`config.mk`:
```
export PLATFORM = sky130hd
export DESIGN_NAME = count_mode_arbiter_flat
export DESIGN_NICKNAME = d
export VERILOG_FILES = /design/src/rtl/count_mode_arbiter_pkg.sv /design/src/rtl/count_mode_arbiter_if.sv /design/src/rtl/count_mode_arbiter_rr_arb2.sv /design/src/rtl/count_mode_arbiter.sv /design/src/flat_wrapper.sv
export SDC_FILE = /design/constraint.sdc
export NUM_CORES = 1
export LEC_CHECK = 0
export ABC_AREA = 1
export CAP_MARGIN = 30
export CORE_ASPECT_RATIO = 2
export CORE_MARGIN = 3
export CORE_UTILIZATION = 35
export CTS_CLUSTER_DIAMETER = 150
export DETAILED_ROUTE_END_ITERATION = 16
export PLACE_DENSITY = 0.6
export SLEW_MARGIN = 20
export SYNTH_ARGS = -nofsm -noshare
export SYNTH_HDL_FRONTEND = slang
export SYNTH_SLANG_ARGS = --single-unit
```
`constraint.sdc`:
```
create_clock -name clk -period 1.7 [get_ports clk]
set_input_delay 0.51 -clock clk [delete_from_list [all_inputs] [get_ports clk]]
set_output_delay 0.51 -clock clk [all_outputs]
set_load 0.03 [all_outputs]
```
`src/rtl/count_mode_arbiter_pkg.sv`:
```
// Shared definitions for the counter-mode arbiter: FSM encoding and counter mode codes.
package count_ctrl_pkg;

  typedef enum logic [1:0] {
    ST_IDLE    = 2'b00,
    ST_PRELOAD = 2'b01,
    ST_RUN     = 2'b10,
    ST_RELEASE = 2'b11
  } state_t;

  localparam logic [1:0] A_EVEN = 2'b00;
  localparam logic [1:0] A_ODD  = 2'b01;
  localparam logic [1:0] A_LOAD = 2'b10;
  localparam logic [1:0] A_HOLD = 2'b11;

  // Client 1 drives the odd sequence, client 0 the even one.
  function automatic logic [1:0] mode_for_client(input logic [1:0] grant);
    return grant[1] ? A_ODD : A_EVEN;
  endfunction

endpackage

```
`src/rtl/count_mode_arbiter_if.sv`:
```
// Request/grant bundle between the two counter clients and the arbiter.
interface count_mode_arbiter_if #(parameter int LEN_W = 4);
  logic [1:0]       req;
  logic [LEN_W-1:0] len0;
  logic [LEN_W-1:0] len1;
  logic             load_req;
  logic [3:0]       z_in;
  logic [1:0]       a;
  logic [1:0]       gnt;
  logic [1:0]       done;
  logic [3:0]       result;
  logic             busy;

  modport master (
    output req, len0, len1, load_req, z_in,
    input  a, gnt, done, result, busy
  );

  modport slave (
    input  req, len0, len1, load_req, z_in,
    output a, gnt, done, result, busy
  );
endinterface

```
`src/rtl/count_mode_arbiter_rr_arb2.sv`:
```
// Two-way round-robin pick; last is the index of the client granted most recently.
module rr_arb2 (
  input  logic [1:0] req,
  input  logic       last,
  output logic [1:0] pick
);

  // On a tie the client that did not win last time goes next.
  always_comb begin
    pick = 2'b00;
    case (req)
      2'b01:   pick = 2'b01;
      2'b10:   pick = 2'b10;
      2'b11:   pick = last ? 2'b01 : 2'b10;
      default: pick = 2'b00;
    endcase
  end

endmodule

```
`src/rtl/count_mode_arbiter.sv`:
```
// Arbitrates ownership of a shared 4-bit counter between an even and an odd client,
// with a preload path that forces the counter to 15.
module count_mode_arbiter
  import count_ctrl_pkg::*;
#(
  parameter int LEN_W = 4
) (
  input  logic                clk,
  input  logic                reset_n,
  count_mode_arbiter_if.slave bus
);

  state_t           state_r;
  logic [LEN_W-1:0] cnt_r;
  logic             last_r;
  logic [1:0]       a_r;
  logic [1:0]       gnt_r;
  logic [1:0]       done_r;
  logic [3:0]       result_r;
  logic             busy_r;

  logic [1:0]       pick_s;
  logic [LEN_W-1:0] len_sel_s;
  logic [LEN_W-1:0] load_cnt_s;
  logic             owner_req_s;

  rr_arb2 u_rr (
    .req  (bus.req),
    .last (last_r),
    .pick (pick_s)
  );

  // Burst length of the picked client (zero means one cycle) and owner request status.
  always_comb begin
    len_sel_s   = pick_s[1] ? bus.len1 : bus.len0;
    load_cnt_s  = (len_sel_s == '0) ? LEN_W'(1) : len_sel_s;
    owner_req_s = |(bus.req & gnt_r);
  end

  // Arbitration FSM; every output is produced from a register updated with the state.
  always_ff @(posedge clk or negedge reset_n) begin
    if (!reset_n) begin
      state_r  <= ST_IDLE;
      cnt_r    <= '0;
      last_r   <= 1'b1;
      a_r      <= A_HOLD;
      gnt_r    <= 2'b00;
      done_r   <= 2'b00;
      result_r <= 4'd0;
      busy_r   <= 1'b0;
    end else begin
      done_r <= 2'b00;
      case (state_r)
        ST_IDLE: begin
          if (bus.load_req) begin
            state_r <= ST_PRELOAD;
            a_r     <= A_LOAD;
            gnt_r   <= 2'b00;
            busy_r  <= 1'b1;
          end else if (pick_s != 2'b00) begin
            state_r <= ST_RUN;
            gnt_r   <= pick_s;
            a_r     <= mode_for_client(pick_s);
            cnt_r   <= load_cnt_s;
            busy_r  <= 1'b1;
          end else begin
            a_r    <= A_HOLD;
            gnt_r  <= 2'b00;
            busy_r <= 1'b0;
          end
        end
        ST_PRELOAD: begin
          state_r <= ST_IDLE;
          a_r     <= A_HOLD;
          busy_r  <= 1'b0;
        end
        ST_RUN: begin
          cnt_r <= cnt_r - LEN_W'(1);
          // A dropped owner request ends the burst on the same edge as natural expiry.
          if (!owner_req_s || (cnt_r == LEN_W'(1))) begin
            state_r <= ST_RELEASE;
            a_r     <= A_HOLD;
            done_r  <= gnt_r;
          end else begin
            state_r <= ST_RUN;
          end
        end
        ST_RELEASE: begin
          state_r  <= ST_IDLE;
          result_r <= bus.z_in;
          last_r   <= gnt_r[1];
          gnt_r    <= 2'b00;
          a_r      <= A_HOLD;
          busy_r   <= 1'b0;
        end
        default: begin
          state_r <= ST_IDLE;
          a_r     <= A_HOLD;
          gnt_r   <= 2'b00;
          busy_r  <= 1'b0;
        end
      endcase
    end
  end

  assign bus.a      = a_r;
  assign bus.gnt    = gnt_r;
  assign bus.done   = done_r;
  assign bus.result = result_r;
  assign bus.busy   = busy_r;

endmodule

```
`src/flat_wrapper.sv`:
```
// flat-port wrapper written by rule: the top's interface ports become plain ports
module count_mode_arbiter_flat import count_ctrl_pkg::*;
#(
  parameter int LEN_W = 4
)
  (clk, reset_n, bus_req, bus_len0, bus_len1, bus_load_req, bus_z_in, bus_a, bus_gnt, bus_done, bus_result, bus_busy);
  count_mode_arbiter_if #(.LEN_W(LEN_W)) bus_i ();
  input  logic clk;
  input  logic reset_n;
  input wire logic [$bits(bus_i.req)-1:0] bus_req;
  input wire logic [$bits(bus_i.len0)-1:0] bus_len0;
  input wire logic [$bits(bus_i.len1)-1:0] bus_len1;
  input wire logic [$bits(bus_i.load_req)-1:0] bus_load_req;
  input wire logic [$bits(bus_i.z_in)-1:0] bus_z_in;
  output wire logic [$bits(bus_i.a)-1:0] bus_a;
  output wire logic [$bits(bus_i.gnt)-1:0] bus_gnt;
  output wire logic [$bits(bus_i.done)-1:0] bus_done;
  output wire logic [$bits(bus_i.result)-1:0] bus_result;
  output wire logic [$bits(bus_i.busy)-1:0] bus_busy;
  assign bus_i.req = bus_req;
  assign bus_i.len0 = bus_len0;
  assign bus_i.len1 = bus_len1;
  assign bus_i.load_req = bus_load_req;
  assign bus_i.z_in = bus_z_in;
  assign bus_a = bus_i.a;
  assign bus_gnt = bus_i.gnt;
  assign bus_done = bus_i.done;
  assign bus_result = bus_i.result;
  assign bus_busy = bus_i.busy;
  count_mode_arbiter #(.LEN_W(LEN_W)) u_core (.clk(clk), .reset_n(reset_n), .bus(bus_i));
endmodule
```
* Word-level counts from Yosys, hierarchy flattened *
Cells that the tools add are included.

operators by class
  add/subtract/negate cells = 1
  multiply operators = 0
  divide/modulo/power cells = 0
  $lt $le $gt $ge = 0
  equal/unequal tests = 11
  shift operators = 0
  multiplexer cells = 24
  bitwise gates (word level) = 1
  reduce and logical (&&, ||, !) cells = 11

operators with widths
  operator             count
  $mux 2               10
  $pmux 2 s3           3
  $mux 4               4
  $eq 2x2->1 const B   4
  $pmux 4 s2           1
  $reduce_bool 2->1    4
  $eq 2x1->1 const B   2
  $eq 4x1->1 const B   1
  $logic_not 4->1      1
  $mux 1               4
  $ne 2x1->1 const B   2
  $pmux 2 s2           1
  $reduce_or 2->1      2
  $sub 4x1->4 const B  1
  $ne 3x2->1 const B   1
  $reduce_and 3->1     1
  $and 2x2->2          1
  $logic_not 2->1      1
  $ne 2x2->1 const B   1
  $pmux 1 s2           1
  $logic_not 1->1      1
  $logic_or 1x1->1     1

word-level totals
  bits in registers = 18
  bits in latches = 0
  RAM bits = 0
  ROM bits = 0
  output and inout bits = 11
  word-level logic and storage cells = 56
  memories = 0

* Depth between registers and ports, before layout *
  depth in word-level cells = 8
  mapped depth = 9
  mapped depth without buffers = 9

* Hierarchy *
From an unflattened synthesis, not the netlist that was laid out.

unflattened totals
  cells, all modules = 142
  area, all modules = 1053.5 um^2

by module, submodules not included
  module              times used  cells an instance  area an instance (um^2)  seq. area each (um^2)
  count_mode_arbiter  1           137                1032.2                   454.2
  rr_arb2             1           5                  21.3                     0.0

* Least setup slack after synthesis *
OpenSTA, ideal clock, no wires.

  path type = register -> register
  start = reg u_core.state_r[0]
  end = reg u_core.cnt_r[2]
  library setup time = 0.117 ns
  arrival time = 1.216 ns
  path slack = 0.367 ns
  stages on the path, launching flop included = 9
  path buffers = 1
  path through = dfrtp_1 -> inv_1 -> ha_1 -> buf_2 -> nand2_1 -> o21ai_4 -> nand2_1 -> o21ai_1 -> inv_1

on the way
  longest elaborated chain between the ends = 3

RTL lines
  what                                                  line                      RTL
  from (decl)                                           count_mode_arbiter.sv:13  state_t state_r;
  from (signal assigned)                                count_mode_arbiter.sv:43  state_r <= ST_IDLE;
  from (signal assigned)                                count_mode_arbiter.sv:56  state_r <= ST_PRELOAD;
  from (signal assigned)                                count_mode_arbiter.sv:61  state_r <= ST_RUN;
  $logic_not 2->1 / $eq 2x2->1 (equally long branches)  count_mode_arbiter.sv:53  case (state_r)
  $ne 2x1->1 (no line) (tied with other cells)          -
  $reduce_and 3->1 (no line)                            -
  to (signal assigned)                                  count_mode_arbiter.sv:64  cnt_r <= load_cnt_s;
  to (signal assigned)                                  count_mode_arbiter.sv:78  cnt_r <= cnt_r - LEN_W'(1);
  to (decl)                                             count_mode_arbiter.sv:14  logic [LEN_W-1:0] cnt_r;

Parallel ways exist; a longest one is shown, timed or not.
A chain may end at the register's enable or synchronous reset.

* Worst setup path in the final report *
  start = in bus_req[1]
  end = reg u_core.cnt_r[2]

on the way
  longest elaborated chain between the ends = 8

RTL lines
  what                                             line                              RTL
  from (decl)                                      flat_wrapper.sv:10                input wire logic [$bits(bus_i.req)-1:0] bus_req;
  $eq 2x2->1 / $eq 2x1->1 (equally long branches)  count_mode_arbiter_rr_arb2.sv:11  case (req)
  $pmux 2 s3 *                                     count_mode_arbiter_rr_arb2.sv:11
  $mux 4                                           count_mode_arbiter.sv:35          len_sel_s = pick_s[1] ? bus.len1 : bus.len0;
  $logic_not 4->1                                  count_mode_arbiter.sv:36          load_cnt_s = (len_sel_s == '0) ? LEN_W'(1) : len_sel_s;
  $mux 4                                           count_mode_arbiter.sv:36
  $mux 4                                           count_mode_arbiter.sv:60          end else if (pick_s != 2'b00) begin
  $mux 4                                           count_mode_arbiter.sv:55          if (bus.load_req) begin
  $pmux 4 s2                                       count_mode_arbiter.sv:53

Mark *: on every way between the ends. The rest lies on a longest branch, timed or not. The select of a mux whose other input is x is not followed.

==> flow_summary.toml <==
[timing]
grt_setup_unrepaired = "false"
timing.final.crit_share = 0.937
max_slew_margin = 0.792
fmax_mhz = 628
finalSetupViolations = 0
hold_viol_final = 0
finalClockSkew_ns = 0.00403
worst-slew-pin-transition_ns = 0.313
shortest_clock_period_the_worst_path_allows_after_layout_ns = 1.59
report.final.slew_viol_count = 0

[cts]
tritoncts.num_buffers = 3
clock_sink_count = 18
cts.path.max_buffers = 2
postCtsSetupBuffers = 0
clkTransAtPathRegs_ns = 0.07
h_tree_lvl_count = 1
tritoncts = "built"
cts-root-buf = "sky130_fd_sc_hd__clkbuf_8"
clock_latency_ns = 0.25

[global_routing]
grt_pass1_vias = 1020
global_routing_met2_resource_utilization = 0.290
grt_remaining_overflow = 0
gr-usage-met1 = 0.138
grt_start_max_net_pins = 19
grt_first_pass_wirelength_um = 4240
number_of_antenna_violations_at_the_first_check_in_global_routing = 0
globalRoute.busiestLayer = "met2"
globalRouteMet3Util = 0.0325
grt_usage = 0.153

[pwr]
power.density_mw_per_mm2 = 1620
power.switching_fraction = 0.445
p_seq_frac = 0.324
power.static_leakage_nw = 0.769
p_switching_w = 0.00105
cell_int_power_w = 0.00131
power_w = 0.00235
comb_power_share = 0.526
share_clk_of_total_power = 0.150
vdd_drop_max_mv = 0.905

[die]
core.rowCount = 27
initial_utilization = 0.371
die-height_um = 83.1
fp.coreArea_mm2 = 0.00280
floorplan.die.width_um = 44.6
die_area_mm2 = 0.00370
top_level_ports = 28

[final_layout]
layout-drive-gt1-share = 0.149
area_delta_synth_final_pct = 39.7
finished_layout_cell_area_mm2 = 0.00145
layout.filler_cells = 292
diodes = 0
final_net_count = 201

[placement]
io_buffers = 27
gp_routability_congestion = 0.902
placed_area_mm2 = 0.00140
place_hpwl_um = 2050

[critical_path]
r2r-end = "u_core.cnt_r[3]"
reg_to_reg_setup_timing_slack_ns = 0.15
crit_required_ns = 1.85
worstSetupPathType = "input pin to register"
startpoint_type = "input pin"
crit-reg2reg-launch = "u_core.state_r[0]"
critPathMaxFanout = 6
end_kind = "register"
reg2reg_depth = 7
cp.arrival_ns = 1.74

[yosys]
top_ff_cell_synth = "sky130_fd_sc_hd__dfrtp_1"
synth-seq-area-share = 0.436
mapped_cell_area_mm2 = 0.00104
synthMostInstantiatedCell = "sky130_fd_sc_hd__nand2_1"
synth_top_area_frac = 0.361
postSynthCellCount = 137
postSynthAreaPerCell_um2 = 7.60
synth_nets = 162
synth.ff_latch_count = 18
postSynth.asyncResetShare = 1.00
synth.yosys.warnings = 0
synth_area_leaders = "sky130_fd_sc_hd__dfrtp_1, sky130_fd_sc_hd__nand2_1, sky130_fd_sc_hd__ha_1"
netlist_top_cells_count = "sky130_fd_sc_hd__nand2_1, sky130_fd_sc_hd__inv_1, sky130_fd_sc_hd__dfrtp_1"
synth.distinct_cells = 21
synth_top_cell_by_area = "sky130_fd_sc_hd__dfrtp_1"
synth_edf_count = 0

[route]
vias = 973
detail_route.first_pass.iterations = 4
post-route-drc-count = 0
detail_route.wirelength_um = 2530
detailedRoute.firstIterationViolations = 10
post_drt_wl_per_cell_um = 12.4
ant_nets = 0
routed_via_density = 4.77

[outcome]
run_status = "finished, final reports clean"

[min_path]
min_delay_worst_endpoint = "u_core.bus.a[0]"
holdCritStartpoint = "u_core.bus.a[0]"
holdCritPathClass = "register to register"
holdPathStages = 2

[flow_run]
max_cap_viol_count = 0
-- worst max-delay path, stage by stage --
cell                              delay [ns]
sky130_fd_sc_hd__clkdlybuf4s50_1        0.55
sky130_fd_sc_hd__nor2_2                 0.06
sky130_fd_sc_hd__buf_4                  0.16
sky130_fd_sc_hd__o21ai_4                0.21
sky130_fd_sc_hd__nand2_1                0.07
sky130_fd_sc_hd__o21ai_1                0.14
sky130_fd_sc_hd__inv_1                  0.05
-- layout make-up --
cell class	count	area [µm²]	share of cell area
Multi-Input combinational cell	94	502	0.345
Sequential cell	18	454	0.312
Inverter	24	90.1	0.0620
Clock buffer	4	55.1	0.0379
Tap cell	29	36.3	0.0250
Timing Repair Buffer	35	317	0.218
-- routing by layer --
metal / wire [µm] / vias up
met3: 129 / 8
met4: 66 / 0
met2: 1400 / 26
met5: 0 / -
li1: - / 503
met1: 937 / 436
-- cells by family (layout without fill, tap and decap cells) --
group	count (synthesis)	in the layout	synth area share
AOI/OAI and AO/OA	20	20	0.121
adders and majority gates	8	8	0.0962
buffers and inverters	25	63	0.0913
DFF	18	18	0.436
and+or+nand+nor	66	66	0.255
-- per-stage QoR --
stage,hold WS [ns],instances,util,setup TNS (ns),setup WS (ns)
6_report,0.469,204,0.519,0,0.107
5_1_grt,0.496,204,0.519,0,0.00673
4_1_cts,0.473,204,0.514,0,0.0530
3_5_place_dp,0.461,200,0.498,-1.56,-0.220
3_3_place_gp,0.453,200,0.498,-1.44,-0.200
2_1_floorplan,0.214,137,-,0,0.367
-- repair_timing --
item	in CTS	in global routing
endpoints found under the setup margin	9	4
resized for setup	9	3
hold buffers	0	0
-- layout by cell type, fill, tap and decap left out, types with 4 or more instances in the layout --
cell and instances:
sky130_fd_sc_hd__a21oi_1 4, sky130_fd_sc_hd__buf_4 10, sky130_fd_sc_hd__clkbuf_8 4, sky130_fd_sc_hd__clkdlybuf4s50_1 15, sky130_fd_sc_hd__dfrtp_1 15, sky130_fd_sc_hd__dlygate4sd2_1 9, sky130_fd_sc_hd__ha_1 8, sky130_fd_sc_hd__inv_1 21
sky130_fd_sc_hd__nand2_1 46, sky130_fd_sc_hd__nand3_1 7, sky130_fd_sc_hd__nor2_1 8, sky130_fd_sc_hd__o21ai_1 7
-- state kept, by name (all words and copies together) (netlist names) --
register and count:
u_core.bus.result 4, u_core.cnt_r 4, u_core.bus.a 2, u_core.bus.done 2, u_core.bus.gnt 2, u_core.state_r 2
u_core.bus.busy 1, u_core.last_r 1
-- worst max-delay path by stage --
| stage | startpoint | to | slack, ns | cells after the start |
|---|---|---|---|---|
| finish | bus_req[1] | u_core.cnt_r[2] | 0.11 | 7 |
| global route | u_core.state_r[0] | u_core.cnt_r[3] | 0.007 | 7 |
| CTS | bus_req[1] | u_core.cnt_r[3] | 0.05 | 8 |
| detailed placement | bus_req[1] | u_core.cnt_r[3] | -0.22 | 8 |
| global placement | bus_req[1] | u_core.cnt_r[2] | -0.20 | 8 |
| floorplan | u_core.state_r[0] | u_core.cnt_r[2] | 0.37 | 8 |
-- power groups by stage --
stage	clock network [W]	logic, W	registers, W
finish	0.000353	0.00124	0.000762
global route	0.000382	0.00140	0.000786
CTS	0.000368	0.00125	0.000758
detailed placement	0	0.00130	0.000769
global placement	0	0.00128	0.000762
floorplan	0	0.000646	0.000947
Note: power is estimated with default switching activity, not from simulation.
==> RTL edit (config.mk and constraints unchanged) <==
Make the reset (`reset_n`) synchronous in one clocked block.
--- a/src/rtl/count_mode_arbiter.sv
+++ b/src/rtl/count_mode_arbiter.sv
@@ -39,5 +39,5 @@
 
   // Arbitration FSM; every output is produced from a register updated with the state.
-  always_ff @(posedge clk or negedge reset_n) begin
+  always_ff @(posedge clk) begin
     if (!reset_n) begin
       state_r  <= ST_IDLE;
Function: differs if reset_n is asserted again (counterexample within 4 cycles, from zero or initial values and one cycle with reset_n low); with reset_n held inactive, the same outputs for 10 cycles.
==> RTL edit against the unedited design <==
Clock skew rose by 0.0015 ns; synthesized cell count increased by 10%; first-iteration DRC count is 40% higher; routed wire length increased by 3.7%; count of clock-buffer cells in the layout is 1 lower; setup slack improved by 0.049 ns; sequential cell count is the same; fmax increased by 3.2%; area after synthesis up 0.12%; non-clock buffer count is the same; final area is 2.1% lower.
Power is not compared: it rests on default switching activity, and its combinational part moved more than twofold at a synthesized area within 25%.
==> RTL edit: results (changes against the unedited design) <==
outcome completed; Slew @ Worst Pin 0.315 ns (+0.00168 ns); antenna cells 0 (unchanged); Vias 1035 (+6.4%); GRT Util Overall 0.160 (+0.00725); post-synthesis sequential area ratio 0.346 (-0.0906); pin count of the biggest net entering global routing 12 (-7); Final #Nets 214 (+6.5%); Synth async-reset ratio 0 (-1.00); skew final 0.00557 ns (+0.00154 ns); Min-Delay Path Class reg -> reg; Worst Hold Launch u_core.bus.a[0]$_SDFFE_PN1P_; Max FO, Critical Path 5 (-1); CTS-repair resized insts 11 (+2); largest cells by area after synthesis dfxtp_1 35%, nand2_1 10%, ha_1 9.6%; Synth Area in Compound Gates 0.146 (+0.0251); initial drt markers 14 (+4); H-tree Lvls 1 (unchanged); top cells by count, synth 28 x nand2_1, 25 x inv_1, 18 x dfxtp_1; Post-Syn Nets 176 (+8.6%); CP peak stage delay 0.52 ns (-0.03 ns); Top FF cell, synth dfxtp_1; clk slew on worst S/H paths 0.07 ns (about the same); pre-CTS setup slack -0.102 ns (+0.118 ns); data arrival time of the critical path 1.75 ns; dpl cell area 1400 sq um (about the same); Worst R2R Start u_core.state_r[0]$_SDFFE_PN0P_; Post-Synth Adder-Cell Area 0.0960 (-0.000115); final WL 2630 um (+3.7%); Critical Path Source bus_req[1]; vias in the first global route 1062 (+4.1%); R2R cell count 5 (-2); layout cell share with drive strength beyond 1 0.123 (-0.0256); first-pass GRT wire length 4500 um (+6.2%); Yosys cell types 22 (+4.8%); fill count 290 (-0.68%); DPL Wire Length 2160 um (+5.7%); gpl congestion 0.810 (-10%)
-- RTL edit: cell count changes after synthesis, sizes merged, moves of 3 or more --
cell / change
dfxtp: +18
nand2: -17
dfrtp: -15
nand3: +7
nor2: +7
inv: +6
o21ai: +5
dfstp: -3
-- RTL edit: stage by stage --
step,instances,total power [mW]
2_1_floorplan,151,0.779
3_3_place_gp,213,0.923
3_5_place_dp,213,0.934
4_1_cts,216,1.22
5_1_grt,216,1.29
6_report,216,1.21
-- RTL edit: area by class of cell --
type                            instances  area [sq um]  share of cell area
Timing Repair Buffer                   35           317               0.222
Inverter                               30           113              0.0791
Tap cell                               29          36.3              0.0255
Clock buffer                            3          41.3              0.0290
Multi-Input combinational cell        101           557               0.391
Sequential cell                        18           360               0.253
-- RTL edit: routing by layer --
metal	track usage	part of all wire	up-vias
met5	0	0	-
met3	0.0195	0.027	7
met1	0.166	0.38	462
li1	-	-	545
met4	0.0962	0.028	0
met2	0.282	0.56	21
-- RTL edit: report_power, final --
part	leakage (nW)	switching, mW	internal, mW
clock network	0.0216	0.141	0.158
logic	0.559	0.243	0.169
registers	0.148	0.0298	0.466
total	0.728	0.414	0.793
-- RTL edit: path summary, 6_finish.rpt --
path,to,slack (ns)
setup / recovery,u_core.cnt_r[3]$_SDFFE_PN0P_,0.16
hold / removal,u_core.bus.a[0]$_SDFFE_PN1P_,0.46
setup reg to reg,u_core.bus.gnt[1]$_SDFFE_PN0P_,0.24
hold reg to reg,u_core.bus.a[0]$_SDFFE_PN1P_,0.46
-- RTL edit: critical path: cells and delay by family --
kind	cells	cell delay, ns
buffers and inverters	3	0.73
AOI/OAI and AO/OA	1	0.19
and+or+nand+nor	4	0.31
-- RTL edit: logic make-up after synthesis --
logic type | count (synthesis)
adders and majority gates | 8
DFF | 18
AOI/OAI and AO/OA | 26
buffers and inverters | 32
and+or+nand+nor | 67
